--- src/rtl/msg_pkg.sv ---
// rtl/msg_pkg.sv - message field layout shared by the responder and the requester-side router
package msg_pkg;

  localparam int DEF_PROC_BITS = 4;
  localparam int DEF_DATA_SIZE = 32;

  typedef struct packed {
    logic [DEF_DATA_SIZE-1:0] addr;
    logic [DEF_PROC_BITS-1:0] proc_id;
  } req_msg_t;

  typedef struct packed {
    logic [DEF_DATA_SIZE-1:0] data;
    logic [DEF_PROC_BITS-1:0] proc_id;
  } resp_msg_t;

  function automatic req_msg_t pack_req(input logic [DEF_DATA_SIZE-1:0] addr,
                                        input logic [DEF_PROC_BITS-1:0] proc_id);
    req_msg_t m;
    m.addr    = addr;
    m.proc_id = proc_id;
    return m;
  endfunction

  function automatic resp_msg_t pack_resp(input logic [DEF_DATA_SIZE-1:0] data,
                                          input logic [DEF_PROC_BITS-1:0] proc_id);
    resp_msg_t m;
    m.data    = data;
    m.proc_id = proc_id;
    return m;
  endfunction

  function automatic logic [DEF_PROC_BITS-1:0] req_proc_id(input req_msg_t m);
    return m.proc_id;
  endfunction

  function automatic logic [DEF_DATA_SIZE-1:0] resp_data(input resp_msg_t m);
    return m.data;
  endfunction

endpackage

--- src/rtl/msg_fifo.sv ---
// rtl/msg_fifo.sv - synchronous FIFO with extra-bit pointers; a push while full is refused
module msg_fifo #(
  parameter int WIDTH = 36,
  parameter int DEPTH = 4
) (
  input  logic                     clk,
  input  logic                     rst,
  input  logic                     push,
  input  logic [WIDTH-1:0]         push_data,
  input  logic                     pop,
  output logic [WIDTH-1:0]         head,
  output logic                     full,
  output logic                     empty,
  output logic [$clog2(DEPTH):0]   count
);

  localparam int PW = $clog2(DEPTH);

  logic [WIDTH-1:0] mem [DEPTH];
  logic [PW:0]      wr_ptr;
  logic [PW:0]      rd_ptr;
  logic             do_push;
  logic             do_pop;

  // Full is judged on the pre-edge state, so a pop cannot make room for a same-edge push.
  assign do_push = push & ~full;
  assign do_pop  = pop & ~empty;

  assign count = wr_ptr - rd_ptr;
  assign empty = (wr_ptr == rd_ptr);
  assign full  = (wr_ptr[PW] != rd_ptr[PW]) && (wr_ptr[PW-1:0] == rd_ptr[PW-1:0]);
  assign head  = empty ? '0 : mem[rd_ptr[PW-1:0]];

  always_ff @(posedge clk or posedge rst) begin
    if (rst) begin
      wr_ptr <= '0;
      rd_ptr <= '0;
    end else begin
      if (do_push) wr_ptr <= wr_ptr + 1'b1;
      if (do_pop)  rd_ptr <= rd_ptr + 1'b1;
    end
  end

  always_ff @(posedge clk) begin
    if (do_push) mem[wr_ptr[PW-1:0]] <= push_data;
  end

endmodule

--- src/rtl/message_responder.sv ---
// rtl/message_responder.sv - memory-side endpoint: request FIFO, credited BRAM read issue, response FIFO
module message_responder
  import msg_pkg::*;
#(
  parameter int PROC_BITS    = DEF_PROC_BITS,
  parameter int DATA_SIZE    = DEF_DATA_SIZE,
  parameter int ADDR_BITS    = 10,
  parameter int READ_LATENCY = 2,
  parameter int REQ_DEPTH    = 4,
  parameter int RESP_DEPTH   = 4
) (
  input  logic                           clk_in,
  input  logic                           rst_in,
  input  logic [DATA_SIZE+PROC_BITS-1:0] req_msg_in,
  input  logic                           req_valid_in,
  output logic                           req_ready_out,
  output logic                           mem_en_out,
  output logic [ADDR_BITS-1:0]           mem_addr_out,
  input  logic [DATA_SIZE-1:0]           mem_data_in,
  output logic [DATA_SIZE+PROC_BITS-1:0] resp_msg_out,
  output logic                           resp_valid_out,
  input  logic                           resp_ready_in
);

  localparam int MW = DATA_SIZE + PROC_BITS;
  localparam int CW = $clog2(RESP_DEPTH) + 1;

  logic [MW-1:0]                 req_head;
  logic                          req_full;
  logic                          req_empty;
  logic [$clog2(REQ_DEPTH):0]    req_count;
  logic                          resp_full;
  logic                          resp_empty;
  logic [$clog2(RESP_DEPTH):0]   resp_count;
  logic                          issue;
  logic                          resp_pop;
  logic [CW-1:0]                 credits;
  logic [READ_LATENCY-1:0]       pipe_valid;
  logic [PROC_BITS-1:0]          pipe_id [READ_LATENCY];
  logic                          unused_addr_bits;

  assign unused_addr_bits = ^req_head[MW-1:PROC_BITS+ADDR_BITS];

  msg_fifo #(.WIDTH(MW), .DEPTH(REQ_DEPTH)) u_req_fifo (
    .clk       (clk_in),
    .rst       (rst_in),
    .push      (req_valid_in),
    .push_data (req_msg_in),
    .pop       (issue),
    .head      (req_head),
    .full      (req_full),
    .empty     (req_empty),
    .count     (req_count)
  );

  assign req_ready_out = !req_full;

  // Credits count every read that will land in the response FIFO, so a return always has room.
  assign issue    = !req_empty && (credits < CW'(RESP_DEPTH));
  assign resp_pop = !resp_empty && resp_ready_in;

  always_ff @(posedge clk_in or posedge rst_in) begin
    if (rst_in) begin
      credits <= '0;
    end else begin
      case ({issue, resp_pop})
        2'b10:   credits <= credits + 1'b1;
        2'b01:   credits <= credits - 1'b1;
        default: credits <= credits;
      endcase
    end
  end

  always_ff @(posedge clk_in or posedge rst_in) begin
    if (rst_in) begin
      mem_en_out   <= 1'b0;
      mem_addr_out <= '0;
    end else begin
      mem_en_out <= issue;
      if (issue) mem_addr_out <= req_head[PROC_BITS +: ADDR_BITS];
    end
  end

  always_ff @(posedge clk_in or posedge rst_in) begin
    if (rst_in) begin
      pipe_valid <= '0;
      for (int i = 0; i < READ_LATENCY; i++) pipe_id[i] <= '0;
    end else begin
      pipe_valid[0] <= issue;
      pipe_id[0]    <= req_head[PROC_BITS-1:0];
      for (int i = 1; i < READ_LATENCY; i++) begin
        pipe_valid[i] <= pipe_valid[i-1];
        pipe_id[i]    <= pipe_id[i-1];
      end
    end
  end

  msg_fifo #(.WIDTH(MW), .DEPTH(RESP_DEPTH)) u_resp_fifo (
    .clk       (clk_in),
    .rst       (rst_in),
    .push      (pipe_valid[READ_LATENCY-1]),
    .push_data ({mem_data_in, pipe_id[READ_LATENCY-1]}),
    .pop       (resp_pop),
    .head      (resp_msg_out),
    .full      (resp_full),
    .empty     (resp_empty),
    .count     (resp_count)
  );

  assign resp_valid_out = !resp_empty;

`ifndef SYNTHESIS
  always @(posedge clk_in) begin
    if (!rst_in) begin
      assert (!(pipe_valid[READ_LATENCY-1] && resp_full))
        else $error("response returned into a full response FIFO");
      assert (int'(credits) == $countones(pipe_valid) + int'(resp_count))
        else $error("credit counter out of step with reads in flight");
      assert (int'(req_count) <= REQ_DEPTH)
        else $error("request FIFO occupancy out of range");
    end
  end
`endif

endmodule

--- config.mk ---
export PLATFORM = sky130hd
export DESIGN_NAME = message_responder
export DESIGN_NICKNAME = d
export VERILOG_FILES = /design/src/rtl/msg_pkg.sv /design/src/rtl/msg_fifo.sv /design/src/rtl/message_responder.sv
export SDC_FILE = /design/constraint.sdc
export NUM_CORES = 1
export LEC_CHECK = 0
export BUFFER_PORTS_ARGS = -buffer_cell sky130_fd_sc_hd__buf_2
export CELL_PAD_IN_SITES_DETAIL_PLACEMENT = 2
export CELL_PAD_IN_SITES_GLOBAL_PLACEMENT = 2
export CORE_UTILIZATION = 44
export DETAILED_ROUTE_END_ITERATION = 8
export PLACE_DENSITY_LB_ADDON = 0.1
export SYNTH_ARGS = -nofsm -noshare
export SYNTH_HDL_FRONTEND = slang
export SYNTH_SLANG_ARGS = --single-unit
--- constraint.sdc ---
create_clock -name clk_in -period 3 [get_ports clk_in]
set_input_delay 0.3 -clock clk_in [delete_from_list [all_inputs] [get_ports clk_in]]
set_output_delay 0.3 -clock clk_in [all_outputs]
set_load 0.05 [all_outputs]
; ---- Yosys cells after proc, flatten, opt, wreduce, memory -nomap -nowiden
; Memory sizes are Yosys's and may differ from the RTL's.
; Index checks and enable logic that the tools add are counted.
[totals]
ff_bits = 36
mem_bits_rw = 288
input_bits = 72
out_inout_bits = 49
word_cells = 50
mem_count = 2
[mem_list]
columns = memory, depth, width, read_ports, rd_ports_with_merged_regs, wr, line
row1 = u_req_fifo.mem, 4, 36, 1, 0, 1, msg_fifo.sv:19  ; logic [WIDTH-1:0] mem [DEPTH];
row2 = u_resp_fifo.mem, 4, 36, 1, 0, 1, msg_fifo.sv:19
[op_classes]
addsub = 6
n_lt_le_gt_ge = 1
n_eq_ne = 8
n_mux = 7
bitwise = 8
n_reduce_logical = 8
[ops]
columns = operator, n
row1 = 36-bit two-way mux, 1
row2 = 3-bit by 1-bit adder with 3-bit output (second input constant), 5
row3 = 14-bit two-way mux, 1
row4 = 3-bit == test, 2
row5 = 3-bit case mux with 2 select lines, 1
row6 = 1-bit bitwise AND, 4
row7 = 2-bit == test, 2
row8 = 1-bit logical AND, 4
row9 = 1-bit two-way mux, 4
row10 = 1-bit inverter, 4
row11 = 1-bit logical NOT, 3
row12 = 3-bit < comparator (second input constant), 1
row13 = 3-bit by 1-bit subtractor with 3-bit output (second input constant), 1
row14 = 2-bit by 1-bit == test with 1-bit output (second input constant), 1
row15 = 2-bit == test (second input constant), 1
row16 = 1-bit != test, 2
row17 = 2-bit nonzero test, 1

; ---- Depth between registers and ports, before layout
[depth]
ltp_word = 6
ltp_mapped = 10
depth_no_buf = 8

; ---- Hierarchy
; Synthesis repeated with hierarchy kept, for this count alone.
[hier_totals]
cells_unflattened = 595
area_unflattened_um2 = 12976.2
[modules_own_cells]
columns = module, instances, cells_each, area_each_um2, seq_area_each_um2
row1 = msg_fifo at u_resp_fifo, 1, 273, 6167.2, 4474.3
row2 = msg_fifo at u_req_fifo, 1, 272, 5968.2, 4474.3
row3 = message_responder, 1, 50, 840.8, 575.6

; ---- Least setup slack after synthesis
; OpenSTA, ideal clock, no wires.
[synth_path]
kind = flip-flop to flip-flop
startpoint = register u_resp_fifo.wr_ptr[1]
endpoint = memory u_resp_fifo.mem[0][0] (enable)
setup_time_ns = 0.397
arrival_ns = 1.943
t_required_ns = 2.603
slack_ns = 0.660
path_stages_with_launch = 4
path_buffers = 0
synth_period_minus_slack_ns = 2.340
cell_sequence = dfrtp_1 -> xor2_1 -> o31a_1 -> and2_1
[synth_between]
elab_chain_cells = 6
[synth_rtl]
columns = item, line
row1 = from (decl), msg_fifo.sv:20  ; logic [PW:0] wr_ptr;
row2 = from (signal assigned), msg_fifo.sv:39  ; if (do_push) wr_ptr <= wr_ptr + 1'b1;
row3 = 2-bit == test, msg_fifo.sv:31  ; assign full = (wr_ptr[PW] != rd_ptr[PW]) && (wr_ptr[PW-1:0] == rd_ptr[PW-1:0]);
row4 = 1-bit logical AND, msg_fifo.sv:31
row5 = 1-bit inverter, msg_fifo.sv:26  ; assign do_push = push & ~full;
row6 = 1-bit bitwise AND, msg_fifo.sv:26
row7 = 1-bit two-way mux, msg_fifo.sv:45  ; if (do_push) mem[wr_ptr[PW-1:0]] <= push_data;
row8 = 1-bit two-way mux (implied by the code), msg_fifo.sv:45
row9 = to (decl), msg_fifo.sv:19
; Parallel ways exist; a longest one is shown, timed or not.

; ---- Worst setup path in the final report
[layout_path]
startpoint = register u_resp_fifo.rd_ptr[0]
endpoint = output resp_msg_out[2]
[layout_between]
elab_chain_cells = 2
elab_cells_between_ends = 3
classes_between = 1 x eq/ne / 1 x mux / 1 x memory
[layout_rtl]
columns = item, line
row1 = from (decl), msg_fifo.sv:21  ; logic [PW:0] rd_ptr;
row2 = from (signal assigned), msg_fifo.sv:40  ; if (do_pop) rd_ptr <= rd_ptr + 1'b1;
row3 = memory 4 x 36 bit / 3-bit == test (equally long branches), -
row4 = 36-bit two-way mux *, msg_fifo.sv:32  ; assign head = empty ? '0 : mem[rd_ptr[PW-1:0]];
row5 = to (decl), message_responder.sv:20  ; output logic [DATA_SIZE+PROC_BITS-1:0] resp_msg_out,
; Mark *: on every way between the ends. The rest lies on a longest branch, timed or not.

==> reports/metrics.cfg <==
[clock_tree]
cts_tree=yes
clock_latency_ns=0.51
cts_max_level=1
clk_path_buf_depth=3
cts.clk_slew.worst_paths_ns=0.06
cts.sinks=235
numCtsBuffers=25
cts-root-buf=clkbuf_16

[worst_setup_path]
r2r_end=u_resp_fifo.mem[3][31]
rr_worst_depth=3
crit_type=reg2out
start_kind=register
path_max_fanout=38
critPathCaptureType=primary output
cp_data_required_time_ns=2.70
rrSetupSlack_ns=0.48
r2r-start=u_resp_fifo.wr_ptr[1]
arrival_ns=2.36

[finish]
syn_to_final_growth_pct=19.8
fin_util_pct=53.9
nNetsFinal=649
final_cell_mix=edfxtp_1, buf_2, mux4_2
diodes=0
layout-drive-gt1-share_pct=38.1
n_fill_cell=1773
mostFrequentLayoutCell=edfxtp_1

[detailed_routing]
final_antenna_net_count=0
viasPerCell=5.15
drt_iter0_markers=147
drc=0
post_drt_wl_per_cell_um=22.8
vias=4389
routed_wl_um=19500
dr.pass1.iters=4

[timing]
fin_crit_ns=2.66
tightestPinTransition_ns=0.977
hold_violations=0
fmax_mhz=375
tns_ns=0
drv_slew=0
slew-limit-headroom_pct=34.8
fin_ws_ns=0.335
setup_viol=0
rsz0062_at_grt=no
fin_skew_ns=0.00785
fin_crit_sh_pct=88.8
holdWs_ns=0.0159

[synthesis]
synthAdderAreaFrac_pct=1.73
yosys.area_share.simple_pct=3.55
synthDistinctLibCells=31
syn-num-nets=501
ys_seq_area_share_pct=75.3
synth_compound_area_share_pct=0.904
synth_mux_area_share_pct=14.5
synthXorXnorAreaFrac_pct=2.23
postSynthCellCount=417
ys_ff_latch=235
syn_area_um2=9140
syn_area_per_cell_um2=21.9
yosys_warnings=0
synth_top_family_by_area=multiplexers

[global_routing]
grt_pass1_wl_um=30700
grt_use_total_pct=19.4
grt_max_degree=39
grt_overflow=0
antenna_found_initial=0
grt_pass1_vias=5192

[hold_path]
hp-class=in2reg
min_path_cells=1
min_from=mem_data_in[15]
min_to=u_resp_fifo.mem[0][19]

[floorplanning]
fp.dieArea_um2=21300
die_x_um=146
io-pin-count=121
rows=52
start_util_pct=45.0
fp.dieH_um=146
core_um2=20300

[outcome]
status=finished clean

[placed_design]
io_buffers=98
gp_congestion=0.665
dp_worst_setup_slack_ns=0.498
dp_hpwl_um=11400

[flow_run]
cap_violations=0

## cells by family (layout without fill, tap and decap cells)
logic type      after synthesis  after routing
fa+ha+maj                    12             12
flops                       235            235
compound gates                8              8
mux                          65             65
simple gates                 51             51
buf+inv                      27            193
xor+xnor                     19             19
## layer usage
layer | track usage (%) | vias up | part of all wire, %
li1 | - | 1944 | -
met1 | 23.7 | 2314 | 41
met2 | 35.9 | 98 | 54
met3 | 3.03 | 33 | 3.2
met4 | 5.00 | 0 | 2.2
met5 | 0 | - | 0
## synthesized netlist by cell type, drive strengths merged
cell type / count / area share (%)
and2: 6 / 0.41
a31oi: 3 / 0.44
nand2: 1 / 0.041
nor2: 1 / 0.041
ha: 11 / 1.5
buf: 14 / 1.2
inv: 11 / 0.45
dfrtp: 35 / 9.6
xnor2: 11 / 1.5
xor2: 8 / 0.77
a311oi: 1 / 0.096
and3: 1 / 0.082
o31ai: 1 / 0.082
clkbuf: 2 / 0.082
edfxtp: 200 / 66
o31a: 1 / 0.096
mux2: 15 / 2.1
nor2b: 40 / 2.7
nor3: 1 / 0.18
nand3: 1 / 0.055
mux4: 50 / 12
o311ai: 2 / 0.19
fa: 1 / 0.22
## worst max-delay path, stage by stage (launching register included)
cell	delay [ns]
dfrtp_2	0.38
buf_6	0.47
mux4_2	0.62
nor2b_1	0.15
buf_2	0.21
## flip-flops by register name (all words and copies together), names as in the netlist
register	flops
u_req_fifo.mem	56
mem_addr_out	10
pipe_id	8
u_resp_fifo.wr_ptr	3
u_req_fifo.rd_ptr	3
u_resp_fifo.mem	144
credits	3
u_resp_fifo.rd_ptr	3
u_req_fifo.wr_ptr	3
pipe_valid	2
## cell type report
cell class                 instances  area (um2)  share of cell area (%)
clock buffer                      30         644                    5.89
clock inverter                    15        86.3                   0.788
inverter                          11        41.3                   0.377
multi-input combinational        155        2100                    19.2
sequential                       235        6880                    62.9
tap                              270         338                    3.09
timing repair buffer             137         852                    7.78
## metrics by stage
| step | cell area, um2 | std cells |
|---|---|---|
| 3_5_place_dp | 9990 | 785 |
| 6_report | 10900 | 853 |
| 3_3_place_gp | 9990 | 785 |
| 4_1_cts | 10900 | 853 |
| 5_1_grt | 10900 | 853 |
| 2_1_floorplan | 9140 | 417 |
## what timing repair did
item                                    CTS  global route
hold buffers                             21             0
buffers inserted                          2             0
pin swaps                                 1             0
endpoints found under the setup margin   22             3
endpoints found under the hold margin    95             0
gates resized for setup                   0             1
## how the worst max path moves through the flow
stage,depth (start not counted),slack [ns],startpoint,end
6_report,4,0.34,u_resp_fifo.rd_ptr[0],resp_msg_out[2]
5_1_grt,4,0.18,u_resp_fifo.rd_ptr[0],resp_msg_out[2]
4_1_cts,4,0.09,u_resp_fifo.rd_ptr[0],resp_msg_out[1]
3_5_place_dp,5,0.50,u_resp_fifo.wr_ptr[1],resp_msg_out[28]
3_3_place_gp,5,0.57,u_resp_fifo.wr_ptr[1],resp_msg_out[11]
2_1_floorplan,3,0.66,u_resp_fifo.wr_ptr[1],u_resp_fifo.mem[0][0]
Power is not shown: default switching activity piles up to over one toggle a cycle in this logic, so the estimate is an artifact.
